[config.mk]
export PLATFORM = sky130hd
export DESIGN_NAME = song_sequencer
export DESIGN_NICKNAME = d
export VERILOG_FILES = /design/src/rtl/song_sequencer_pkg.sv /design/src/rtl/song_sequencer.sv
export SDC_FILE = /design/constraint.sdc
export NUM_CORES = 1
export LEC_CHECK = 0
export CAP_MARGIN = 20
export CELL_PAD_IN_SITES_DETAIL_PLACEMENT = 1
export CELL_PAD_IN_SITES_GLOBAL_PLACEMENT = 1
export CORE_ASPECT_RATIO = 1.2
export CORE_UTILIZATION = 38
export DETAILED_ROUTE_END_ITERATION = 16
export GPL_ROUTABILITY_DRIVEN = 0
export PLACE_DENSITY = 0.8
export SLEW_MARGIN = 20
export SYNTH_ARGS = -nofsm -noshare
export SYNTH_HDL_FRONTEND = slang
export SYNTH_SLANG_ARGS = --single-unit
[constraint.sdc]
create_clock -name clk -period 3.7 [get_ports clk]
set_input_delay 0.555 -clock clk [delete_from_list [all_inputs] [get_ports clk]]
set_output_delay 0.555 -clock clk [all_outputs]
set_load 0.1 [all_outputs]
[src/rtl/song_sequencer_pkg.sv]
// Shared widths, note-word layout and sequencer state encoding.
// Latency: n/a (types and constants only).
// Backpressure: n/a.
package song_sequencer_pkg;

    localparam int OCTAVE_BITS    = 3;
    localparam int NOTE_BITS      = 3;
    localparam int LENGTH_BITS    = 3;
    localparam int FULL_NOTE_BITS = 4;
    localparam int WORD_W         = 16;

    // Note code that means "silence for this duration".
    localparam logic [NOTE_BITS-1:0] REST_NOTE = 3'd7;

    // ROM word: [15] end marker, [14:12] octave, [11:9] note, [8:6] length, [5:0] reserved.
    typedef struct packed {
        logic                   end_mark;
        logic [OCTAVE_BITS-1:0] octave;
        logic [NOTE_BITS-1:0]   note;
        logic [LENGTH_BITS-1:0] length;
        logic [5:0]             rsvd;
    } note_word_t;

    typedef enum logic [2:0] {
        ST_IDLE,
        ST_FETCH,
        ST_DECODE,
        ST_ARM,
        ST_PLAY,
        ST_GAP,
        ST_PAUSED,
        ST_DONE
    } seq_state_t;

    // States in which a song is actively being walked through.
    function automatic logic is_active(input seq_state_t s);
        return (s == ST_FETCH) || (s == ST_DECODE) || (s == ST_ARM) ||
               (s == ST_PLAY)  || (s == ST_GAP);
    endfunction

endpackage

[src/rtl/song_sequencer.sv]
// Walks a song in ROM and drives the tone generator note by note, with a silent gap between notes.
// Latency: all outputs registered; one ROM read per note, 2-cycle arm, GAP_CYCLES of silence after over.
// Backpressure: waits on the generator's over flag; play/pause/stop pulses steer the walk.
module song_sequencer
    import song_sequencer_pkg::*;
#(
    parameter int ADDR_W      = 8,
    parameter int GAP_CYCLES  = 5_000_000,
    parameter int SONG_BASE_W = 2
) (
    input  logic                      clk,
    input  logic                      rst,
    input  logic                      play,
    input  logic                      pause,
    input  logic                      stop,
    input  logic                      loop,
    input  logic [SONG_BASE_W-1:0]    song_sel,
    input  logic [FULL_NOTE_BITS-1:0] tempo,
    output logic [ADDR_W-1:0]         rom_addr,
    input  logic [WORD_W-1:0]         rom_data,
    output logic                      snd_en,
    output logic [OCTAVE_BITS-1:0]    snd_octave,
    output logic [NOTE_BITS-1:0]      snd_note,
    output logic [LENGTH_BITS-1:0]    snd_length,
    output logic [FULL_NOTE_BITS-1:0] snd_full_note,
    input  logic                      snd_over,
    output logic                      snd_mute,
    output logic                      playing,
    output logic                      paused,
    output logic                      done
);

    localparam int GAP_W = $clog2(GAP_CYCLES + 1);
    localparam logic [GAP_W-1:0] GAP_LOAD = GAP_W'(GAP_CYCLES - 1);

    seq_state_t state, state_nxt;
    note_word_t word;
    logic [SONG_BASE_W-1:0] song_q;
    logic                   arm_cnt;
    logic [GAP_W-1:0]       gap_cnt;
    logic                   rest_q;
    logic                   start, restart, advance;
    logic                   unused_rsvd;

    logic                   en_nxt, mute_nxt, rest_nxt;
    logic                   playing_nxt, paused_nxt, done_nxt;
    logic [OCTAVE_BITS-1:0] octave_nxt;
    logic [NOTE_BITS-1:0]   note_nxt;
    logic [LENGTH_BITS-1:0] length_nxt;

    assign word        = note_word_t'(rom_data);
    assign unused_rsvd = ^word.rsvd;

    assign start   = ((state == ST_IDLE) || (state == ST_DONE)) && (state_nxt == ST_FETCH);
    assign restart = (state == ST_DECODE) && (state_nxt == ST_FETCH);
    assign advance = (state == ST_PLAY) && (state_nxt == ST_GAP);

    // State register.
    always_ff @(posedge clk) begin
        if (rst) state <= ST_IDLE;
        else     state <= state_nxt;
    end

    // Next state: stop beats pause beats play; pause only bites while a song is active.
    always_comb begin
        state_nxt = state;
        if (stop) begin
            state_nxt = ST_IDLE;
        end else if (pause && is_active(state)) begin
            state_nxt = ST_PAUSED;
        end else begin
            case (state)
                ST_IDLE, ST_DONE, ST_PAUSED: if (play) state_nxt = ST_FETCH;
                ST_FETCH:  state_nxt = ST_DECODE;
                ST_DECODE: begin
                    if (word.end_mark) state_nxt = loop ? ST_FETCH : ST_DONE;
                    else               state_nxt = ST_ARM;
                end
                // The generator's over flag is stale until it has seen en, so ARM ignores it.
                ST_ARM:  if (arm_cnt)           state_nxt = ST_PLAY;
                ST_PLAY: if (snd_over)          state_nxt = ST_GAP;
                ST_GAP:  if (gap_cnt == '0)     state_nxt = ST_FETCH;
                default: state_nxt = ST_IDLE;
            endcase
        end
    end

    // Next output values, derived from the state being entered so outputs line up with it.
    always_comb begin
        octave_nxt = snd_octave;
        note_nxt   = snd_note;
        length_nxt = snd_length;
        rest_nxt   = rest_q;
        if ((state == ST_DECODE) && (state_nxt == ST_ARM)) begin
            octave_nxt = word.octave;
            rest_nxt   = (word.note == REST_NOTE);
            note_nxt   = rest_nxt ? '0 : word.note;
            length_nxt = word.length;
        end
        en_nxt      = (state_nxt == ST_ARM) || (state_nxt == ST_PLAY);
        mute_nxt    = en_nxt ? rest_nxt : 1'b1;
        playing_nxt = is_active(state_nxt);
        paused_nxt  = (state_nxt == ST_PAUSED);
        done_nxt    = (state_nxt == ST_DONE);
    end

    // Output registers.
    always_ff @(posedge clk) begin
        if (rst) begin
            snd_en     <= 1'b0;
            snd_mute   <= 1'b1;
            snd_octave <= '0;
            snd_note   <= '0;
            snd_length <= '0;
            rest_q     <= 1'b0;
            playing    <= 1'b0;
            paused     <= 1'b0;
            done       <= 1'b0;
        end else begin
            snd_en     <= en_nxt;
            snd_mute   <= mute_nxt;
            snd_octave <= octave_nxt;
            snd_note   <= note_nxt;
            snd_length <= length_nxt;
            rest_q     <= rest_nxt;
            playing    <= playing_nxt;
            paused     <= paused_nxt;
            done       <= done_nxt;
        end
    end

    // Song address, latched song/tempo, arm and gap timers.
    always_ff @(posedge clk) begin
        if (rst) begin
            rom_addr      <= '0;
            song_q        <= '0;
            snd_full_note <= '0;
            arm_cnt       <= 1'b0;
            gap_cnt       <= '0;
        end else begin
            arm_cnt <= (state == ST_ARM) && !arm_cnt;
            if (start) begin
                song_q        <= song_sel;
                snd_full_note <= tempo;
                rom_addr      <= {song_sel, {(ADDR_W-SONG_BASE_W){1'b0}}};
            end else if (restart) begin
                rom_addr <= {song_q, {(ADDR_W-SONG_BASE_W){1'b0}}};
            end else if (advance) begin
                rom_addr <= rom_addr + 1'b1;
            end
            if (advance)
                gap_cnt <= GAP_LOAD;
            else if ((state == ST_GAP) && (gap_cnt != '0))
                gap_cnt <= gap_cnt - 1'b1;
        end
    end

endmodule

-- Yosys cells after proc, flatten, opt, wreduce, memory -nomap -nowiden
Index checks and enable logic that the tools add are counted.
- flip-flop bits (word level): 56
- input port bits: 29
- output and inout port bits: 26
- word-level logic and storage cells: 78
- $add $sub $neg: 2
- eq/ne operators: 15
- mux-type cells: 16
- bitwise logic cells: 1
- reduce and logical (&&, ||, !) cells: 27
- operators by type and width (cell ; number):
    $mux W23 ; 2
    $eq A3 B3 Y1 const B ; 9
    $mux W3 ; 9
    $mux W8 ; 3
    $logic_not A23 Y1 ; 1
    $reduce_bool A23 Y1 ; 1
    $sub A23 B1 Y23 const B ; 1
    $pmux W3 S6 ; 1
    $eq A3 B2 Y1 const B ; 4
    $logic_or A1 B1 Y1 ; 10
    $add A8 B1 Y8 const B ; 1
    $logic_and A1 B1 Y1 ; 7
    $eq A3 B1 Y1 const B ; 2
    $reduce_or A3 Y1 ; 2
    $reduce_or A2 Y1 ; 2
    $logic_not A3 Y1 ; 1
    $reduce_bool A3 Y1 ; 1
    $reduce_bool A2 Y1 ; 1
    $logic_not A1 Y1 ; 1
    $mux W1 ; 1
    $not A1 Y1 ; 1

-- Depth between registers and ports, before layout
Gate-level depths: netlist of run 1.
- word-level depth: 13
- gate-level depth with buffers: 8
- depth with buffers taken out: 7

-- Worst setup path before layout of run 1
OpenSTA, ideal clock, no wires.
- path kind: reg-to-reg
- from: register gap_cnt[6]
- to: register snd_mute
- arrival time: 2646 ps
- required time: 3568 ps
- setup slack: 922 ps
- cell stages (with the launch flop): 9
- cells stage by stage: dfxtp_1 -> or4_4 -> or4_4 -> buf_6 -> or4_4 -> buf_6 -> a21o_4 -> nor3b_2 -> o211ai_1
- word-level cells in the longest chain between the ends: 9
- elaborated cells between the ends (all ways): 12
- those cells by class: eq/ne (2); mux (5); bitwise (1); reduce/logical (4)
- RTL lines (element ; RTL line ; RTL):
    from (decl) ; song_sequencer.sv:40 ; logic [GAP_W-1:0] gap_cnt;
    from (signal assigned) ; song_sequencer.sv:154 ; gap_cnt <= gap_cnt - 1'b1;
    $logic_not A23 Y1 (*) ; song_sequencer.sv:82 ; ST_GAP: if (gap_cnt == '0) state_nxt = ST_FETCH;
    $mux W3 (*) ; song_sequencer.sv:82 ;
    $pmux W3 S6 (*) ; song_sequencer.sv:72 ; case (state)
    $mux W3 (*) ; song_sequencer.sv:69 ; end else if (pause && is_active(state)) begin
    $mux W3 (*) ; song_sequencer.sv:67 ; if (stop) begin
    $eq A3 B2 Y1 / $eq A3 B3 Y1 (equally long branches) ; song_sequencer.sv:94, song_sequencer.sv:100 ;
    $logic_or A1 B1 Y1 ; song_sequencer.sv:100 ; en_nxt = (state_nxt == ST_ARM) || (state_nxt == ST_PLAY);
    $not A1 Y1 (no source line) ; -- ;
    $reduce_or A2 Y1 (no source line) ; -- ;
    to (signal assigned) ; song_sequencer.sv:121 ; snd_mute <= mute_nxt;
    to (decl) ; song_sequencer.sv:27 ; output logic snd_mute,
Every way passes the cells marked *; elsewhere a longest branch is shown, timed or not.
A chain may end at the register's enable or synchronous reset.

-- Worst setup path after layout of run 1
- from: input pause
- to: register snd_note[0]
- word-level cells in the longest chain between the ends: 5
- RTL lines (element ; RTL line ; RTL):
    from (decl) ; song_sequencer.sv:14 ; input logic pause,
    $logic_and A1 B1 Y1 ; song_sequencer.sv:69 ;
    $mux W3 ; song_sequencer.sv:69 ;
    $mux W3 ; song_sequencer.sv:67 ;
    $eq A3 B2 Y1 ; song_sequencer.sv:94 ; if ((state == ST_DECODE) && (state_nxt == ST_ARM)) begin
    $logic_and A1 B1 Y1 ; song_sequencer.sv:94 ;
    to (signal assigned) ; song_sequencer.sv:123 ; snd_note <= note_nxt;
    to (decl) ; song_sequencer.sv:23 ; output logic [NOTE_BITS-1:0] snd_note,
No other way between the ends.

==> flow_summary.yaml, run 1 <==
timing:
  layout_worst_path_cycle_share_pct: 79.9
  report.final.hold_viol_count: 0
  achievable-frequency_mhz: 338
  rsz_0062_raised_after_global_routing: "false"
  max_slew.worst_pin.slew_ns: 0.987
  maxSlewViolCount: 0
  slew_headroom_pct: 34.0
  setup-violations-final: 0
  finClkSkew_ns: 0.00992
  fin_setup_tns_ns: 0
  timing.final.crit_period_ns: 2.96
synthesis:
  cell_count_after_synthesis: 300
  netlist_area_sq_um: 2640
  yosys_most_used_dff: "sky130_fd_sc_hd__dfxtp_1"
  postSynthRegisterBits: 56
  syn_avg_cell_area_sq_um: 8.80
  netlist_top_cells_area: "sky130_fd_sc_hd__dfxtp_1, sky130_fd_sc_hd__nor2_1, sky130_fd_sc_hd__mux2i_1"
  synth_enable_flop_cells: 0
  post-synth-top-area-cell: "sky130_fd_sc_hd__dfxtp_1"
  synth_cell_types: 51
  mappedNetlistNets: 332
  synth_largest_type_area_fraction_pct: 42.5
  synth.yosys.warnings: 0
  yosys-top-cells-count: "sky130_fd_sc_hd__dfxtp_1, sky130_fd_sc_hd__nor2_1, sky130_fd_sc_hd__a21oi_1"
  synth.yosys.seq_area_share_pct: 42.5
  yosysMostFrequentCell: "sky130_fd_sc_hd__dfxtp_1"
  ys_async_rst_share_pct: 0
critical_path:
  reg2reg_to: "playing$_SDFF_PP0_"
  critPathTopFamily: "simple AND/OR/NAND/NOR gates"
  path_cells: "clkdlybuf4s50_1 > o21a_1 > nor3_1 > o21ai_1 > or4_1 > a211o_1 > a21oi_1"
  ff2ff_setup_slack_ns: 0.84
  crit_required_ns: 3.95
  critPathCaptureType: "flop"
  timing.setup.critical_path_class: "in -> reg"
  peak_fanout_along_the_critical_path: 13
  source_of_the_worst_register_to_register_timing_path: "gap_cnt[6]$_SDFFE_PP0P_"
  critPathArrivalTime_ns: 3.21
  worst_setup_path_start_kind: "input port"
  critical_path.n_buffers_inverters: 1
  worstRegToRegCells: 6
  cpMaxStageDelayCell: "sky130_fd_sc_hd__or4_1"
  delay_contributed_by_the_slowest_stage_of_the_critical_path_ns: 0.85
global_route:
  largest_net_degree_at_the_start_of_global_routing: 22
  grt_antenna_before_repair: 0
  grt_usage_pct: 18.9
  grt_pass1_wl_microns: 11000
  grt_overflow_total: 0
  vias_in_the_first_global_route: 2426
route:
  detail_route.wirelength_microns: 6530
  drcViolationCount: 0
  wl_per_cell_microns: 15.1
  antenna_left: 0
  route.detailed.vias_per_inst: 5.38
  dr.first_iter.drc_count: 68
  drt-pass1-iter-count: 4
  routed-via-count: 2322
cells_and_area:
  post-route-util_pct: 50.2
  layout.filler_cells: 823
  post_layout_nonfiller_instances: 432
  fraction_of_layout_cells_with_a_size_suffix_above_1_pct: 6.63
  n_antenna_cell: 0
  synthesis_to_finish_area_growth_pct: 24.8
  nets: 379
min_path:
  worst_hold_path.num_cells: 2
  min-delay-path-class: "reg -> reg"
  min_from: "snd_note[0]$_SDFFE_PP0P_"
  whs_endpoint: "snd_note[0]$_SDFFE_PP0P_"
power_and_ir_drop:
  power_switching_uw: 327
  power_per_cell_area_nw_per_um2: 351
  static-leakage-power_uw: 0.00126
  internal_power_uw: 830
  clock_power_share_pct: 30.1
  part_of_the_power_in_combinational_logic_pct: 15.9
  pwr-share-seq_pct: 54.0
  netSwitchingFraction_pct: 28.2
  ir_worst_vdd_mv: 0.226
clock_network:
  clock-sinks: 56
  clock_tree_root_driver_cell: "sky130_fd_sc_hd__clkbuf_8"
  cts_repair_resize_count: 0
  cts_hold_buffers: 0
  tritoncts_clock_tree: "built"
  cts-htree-levels: 2
  cts.path.max_buffers: 2
  total_cts_buffers: 5
  worst_setup_hold_path_clk_slew_ns: 0.10
  postCtsSetupRepairBufs: 0
  insertion_delay_ns: 0.31
floorplan:
  floorplan.die.width_microns: 78.1
  placeableCoreArea_sq_um: 6570
  floorplan.initialDensity_pct: 40.2
  io_pins: 55
  fp-row-count: 32
  chipHeight_microns: 93.3
  dieArea_sq_um: 7280
run:
  cap_violations: 0
place:
  detailed_place_hpwl_microns: 4820
  portBuffers: 48
  numPlacedInstances: 425
run_status:
  run_status: "finished, final reports clean"
[power groups by stage]
stage | logic (uW) | clock network, uW | registers [uW]
5_1_grt | 195 | 386 | 627
2_1_floorplan | 73.3 | 0 | 686
4_1_cts | 185 | 359 | 625
3_3_place_gp | 180 | 0 | 638
3_5_place_dp | 184 | 0 | 639
6_report | 184 | 348 | 625
[cell families (layout without fill, tap and decap cells)]
| logic type | count (synthesis) | count (layout) | share of synthesized area [%] |
|---|---|---|---|
| AO/OA/AOI/OAI | 57 | 57 | 14.6 |
| flip-flops | 56 | 56 | 42.5 |
| XOR/XNOR | 24 | 24 | 7.97 |
| AND/OR/NAND/NOR | 123 | 123 | 24.6 |
| adder cells (fa/ha/maj) | 3 | 3 | 1.42 |
| multiplexers | 13 | 13 | 4.93 |
| buffers and inverters | 24 | 71 | 4.03 |
[stage by stage]
stage / hold WS (ns) / setup WS (ns) / instance area (sq um) / total power, uW
6_report: 0.460 / 0.744 / 3290 / 1160
2_1_floorplan: 0.437 / 0.922 / 2640 / 759
4_1_cts: 0.462 / 0.739 / 3290 / 1170
5_1_grt: 0.486 / 0.567 / 3290 / 1210
3_5_place_dp: 0.447 / 0.426 / 3200 / 823
3_3_place_gp: 0.441 / 0.483 / 3200 / 818
[metal layers]
layer  GRT usage, %  share of wire (%)
met1           19.7                 42
met2           37.9                 54
met4           3.70               0.97
met3           4.29                3.6
met5              0                  0
[state kept, by name (all words and copies together) (netlist names)]
name	flops
arm_cnt	1
done	1
gap_cnt	23
paused	1
playing	1
rest_q	1
rom_addr	8
snd_en	1
snd_full_note	4
snd_length	3
snd_mute	1
snd_note	3
snd_octave	3
song_q	2
state	3
[area by class of cell]
type | instances | area, sq um | share of cell area, %
multi-input combinational | 220 | 1410 | 42.9
sequential | 56 | 1120 | 34.0
timing repair buffer | 54 | 526 | 16.0
clock inverter | 1 | 8.76 | 0.266
inverter | 10 | 37.5 | 1.14
tap | 85 | 106 | 3.23
clock buffer | 6 | 82.6 | 2.51
[placed cells by master (no fill, tap or decap), drive strengths merged, types with 7 or more instances in the layout]
| cell type | count |
|---|---|
| mux2i | 13 |
| o21ai | 10 |
| clkdlybuf4s50 | 48 |
| nor4 | 10 |
| xnor2 | 14 |
| nor3 | 13 |
| inv | 10 |
| nand2 | 14 |
| dfxtp | 56 |
| nand2b | 7 |
| xor2 | 10 |
| nor2 | 39 |
| a21oi | 20 |
[worst register-to-register path: cells and delay by family (launching register included)]
kind	cells	cell delay, ns
flip-flops	1	0.37
AO/OA/AOI/OAI	2	0.37
AND/OR/NAND/NOR	4	2.00
[worst max-delay path by stage]
stage | endpoint | from | cells after the start
2_1_floorplan | snd_mute$_SDFF_PP1_ | gap_cnt[6]$_SDFFE_PP0P_ | 8
3_3_place_gp | snd_mute$_SDFF_PP1_ | pause | 7
3_5_place_dp | snd_mute$_SDFF_PP1_ | pause | 7
4_1_cts | snd_mute$_SDFF_PP1_ | pause | 7
5_1_grt | snd_note[0]$_SDFFE_PP0P_ | pause | 7
6_report | snd_note[0]$_SDFFE_PP0P_ | pause | 7
(Power assumes the default switching activity.)
==> inputs of run 2 (changes only) <==
- clock period: 3.7 -> 2.9 ns (I/O delays scaled with it)
==> run 2 against run 1 <==
Effect of this change:
- total power rose by 28%
- register-to-register slack worse by 0.70 ns
- critical endpoint is now snd_mute$_SDFF_PP1_
- hold slack improved by 0.0018 ns
- clock skew fell by 0.0048 ns
==> flow_summary.yaml, run 2 (synthesized netlist as in run 1, its figures left out) <==
clock_network:
  postCtsSetupRepairBufs: 0
  insertion_delay_ns: 0.31
  cts-htree-levels: 2
  clock_tree_root_driver_cell: "sky130_fd_sc_hd__clkbuf_8"
  cts_repair_resize_count: 0
  cts_hold_buffers: 0
  clock-sinks: 56
  total_cts_buffers: 5
  cts.path.max_buffers: 2
  worst_setup_hold_path_clk_slew_ns: 0.10
  tritoncts_clock_tree: "built"
min_path:
  min-delay-path-class: "reg -> reg"
global_route:
  grt_usage_pct: 19.0
  vias_in_the_first_global_route: 2404
  largest_net_degree_at_the_start_of_global_routing: 18
  grt_pass1_wl_microns: 11100
  grt_antenna_before_repair: 0
  grt_overflow_total: 0
cells_and_area:
  synthesis_to_finish_area_growth_pct: 24.8
  post-route-util_pct: 50.2
  post_layout_nonfiller_instances: 442
  largest_register_ffs: 23
  layout.cells.most_common_list: "sky130_fd_sc_hd__dfxtp_1, sky130_fd_sc_hd__buf_4, sky130_fd_sc_hd__nor2_1"
  fraction_of_layout_cells_with_a_size_suffix_above_1_pct: 16.0
  nets: 388
  reg_top3: "gap_cnt x23, rom_addr x8, snd_full_note x4"
  n_antenna_cell: 0
  regMostFlops: "gap_cnt"
  final_common_cell: "sky130_fd_sc_hd__dfxtp_1"
power_and_ir_drop:
  power_switching_uw: 411
  ir_worst_vdd_mv: 0.270
  clock_power_share_pct: 30.0
  pwr-share-seq_pct: 53.9
  internal_power_uw: 1070
  netSwitchingFraction_pct: 27.8
  static-leakage-power_uw: 0.00135
  part_of_the_power_in_combinational_logic_pct: 16.1
  design_power_total_uw: 1480
  power_per_cell_area_nw_per_um2: 449
floorplan:
  placeableCoreArea_sq_um: 6570
  fp-row-count: 32
  chipHeight_microns: 93.3
  dieArea_sq_um: 7280
  floorplan.initialDensity_pct: 40.2
  io_pins: 55
  floorplan.die.width_microns: 78.1
critical_path:
  critPathArrivalTime_ns: 2.95
  worst_setup_path_start_kind: "flop"
  delay_contributed_by_the_slowest_stage_of_the_critical_path_ns: 0.57
  timing.setup.critical_path_class: "reg -> reg"
  ff2ff_setup_slack_ns: 0.14
  worst_path_most_repeated_cell: "sky130_fd_sc_hd__or4_4"
  peak_fanout_along_the_critical_path: 7
  path_cells: "or4_4 > or4_4 > or4_4 > a21o_4 > nor3b_2 > o211ai_1"
  cpMaxStageDelayCell: "sky130_fd_sc_hd__or4_4"
  crit_required_ns: 3.09
  critPathCaptureType: "flop"
timing:
  setup-violations-final: 0
  slew_headroom_pct: 62.6
  report.final.hold_viol_count: 0
  achievable-frequency_mhz: 362
  finClkSkew_ns: 0.00511
  rsz_0062_raised_after_global_routing: "false"
  max_slew.worst_pin.slew_ns: 0.560
  timing.final.crit_period_ns: 2.76
  layout_worst_path_cycle_share_pct: 95.2
  hold_slack_ns: 0.462
  fin_setup_tns_ns: 0
  maxSlewViolCount: 0
route:
  wl_per_cell_microns: 14.8
  dr.first_iter.drc_count: 47
  route.detailed.vias_per_inst: 5.34
  antenna_left: 0
  drt-pass1-iter-count: 4
  detail_route.wirelength_microns: 6560
  routed-via-count: 2361
  drcViolationCount: 0
run:
  cap_violations: 0
place:
  portBuffers: 48
  numPlacedInstances: 434
  detailed_place_hpwl_microns: 4980
run_status:
  run_status: "finished, final reports clean"
[run 2: cell types whose count changed in the layout (fill, tap and decap cells not counted)]
cell | previous run | this run
sky130_fd_sc_hd__clkdlybuf4s50_1 | 48 | 22
sky130_fd_sc_hd__buf_4 | 6 | 41
sky130_fd_sc_hd__clkbuf_1 | 0 | 2
sky130_fd_sc_hd__clkinv_4 | 1 | 0
[run 2: area by class of cell]
type,instances,area [sq um]
Fill cell,797,3270
Multi-Input combinational cell,220,1410
Sequential cell,56,1120
Timing Repair Buffer,63,528
Tap cell,85,106
Clock buffer,8,90.1
Inverter,10,37.5
[run 2: worst paths after layout]
check,from,to,cells past startpoint
setup / recovery,gap_cnt[6]$_SDFFE_PP0P_,snd_mute$_SDFF_PP1_,6
hold / removal,snd_note[0]$_SDFFE_PP0P_,snd_note[0]$_SDFFE_PP0P_,2
setup reg to reg,gap_cnt[6]$_SDFFE_PP0P_,snd_mute$_SDFF_PP1_,6
hold reg to reg,snd_note[0]$_SDFFE_PP0P_,snd_note[0]$_SDFFE_PP0P_,2
[run 2: worst max-delay path: cells and delay by family, from the launching register on]
family	cells	cell delay, ns
AOI/OAI and AO/OA	2	0.38
DFF	1	0.37
and+or+nand+nor	4	1.89
[run 2: power by group through the flow]
stage                     Combinational (uW)  Clock [uW]  Sequential (uW)
final                                    239         444              797
after global routing                     256         489              800
after CTS                                241         462              798
after detailed placement                 239           0              815
after global placement                   236           0              814
after floorplan                         93.5           0              875
[run 2: stage by stage]
| stage | worst slack, ns | cell area, sq um |
|---|---|---|
| after global placement | 0.194 | 3200 |
| after global routing | 0.0357 | 3290 |
| after detailed placement | 0.145 | 3200 |
| after floorplan | 0.122 | 2640 |
| after CTS | 0.123 | 3290 |
| final | 0.140 | 3290 |
[run 2: layer usage]
metal  vias to the layer above  global-route usage, %  wire [microns]
met1                      1135                   20.8            2820
met2                        38                   35.9            3420
met5                         -                      0               0
li1                       1178                      -               -
met4                         0                   5.86              94
met3                        10                   4.49             229
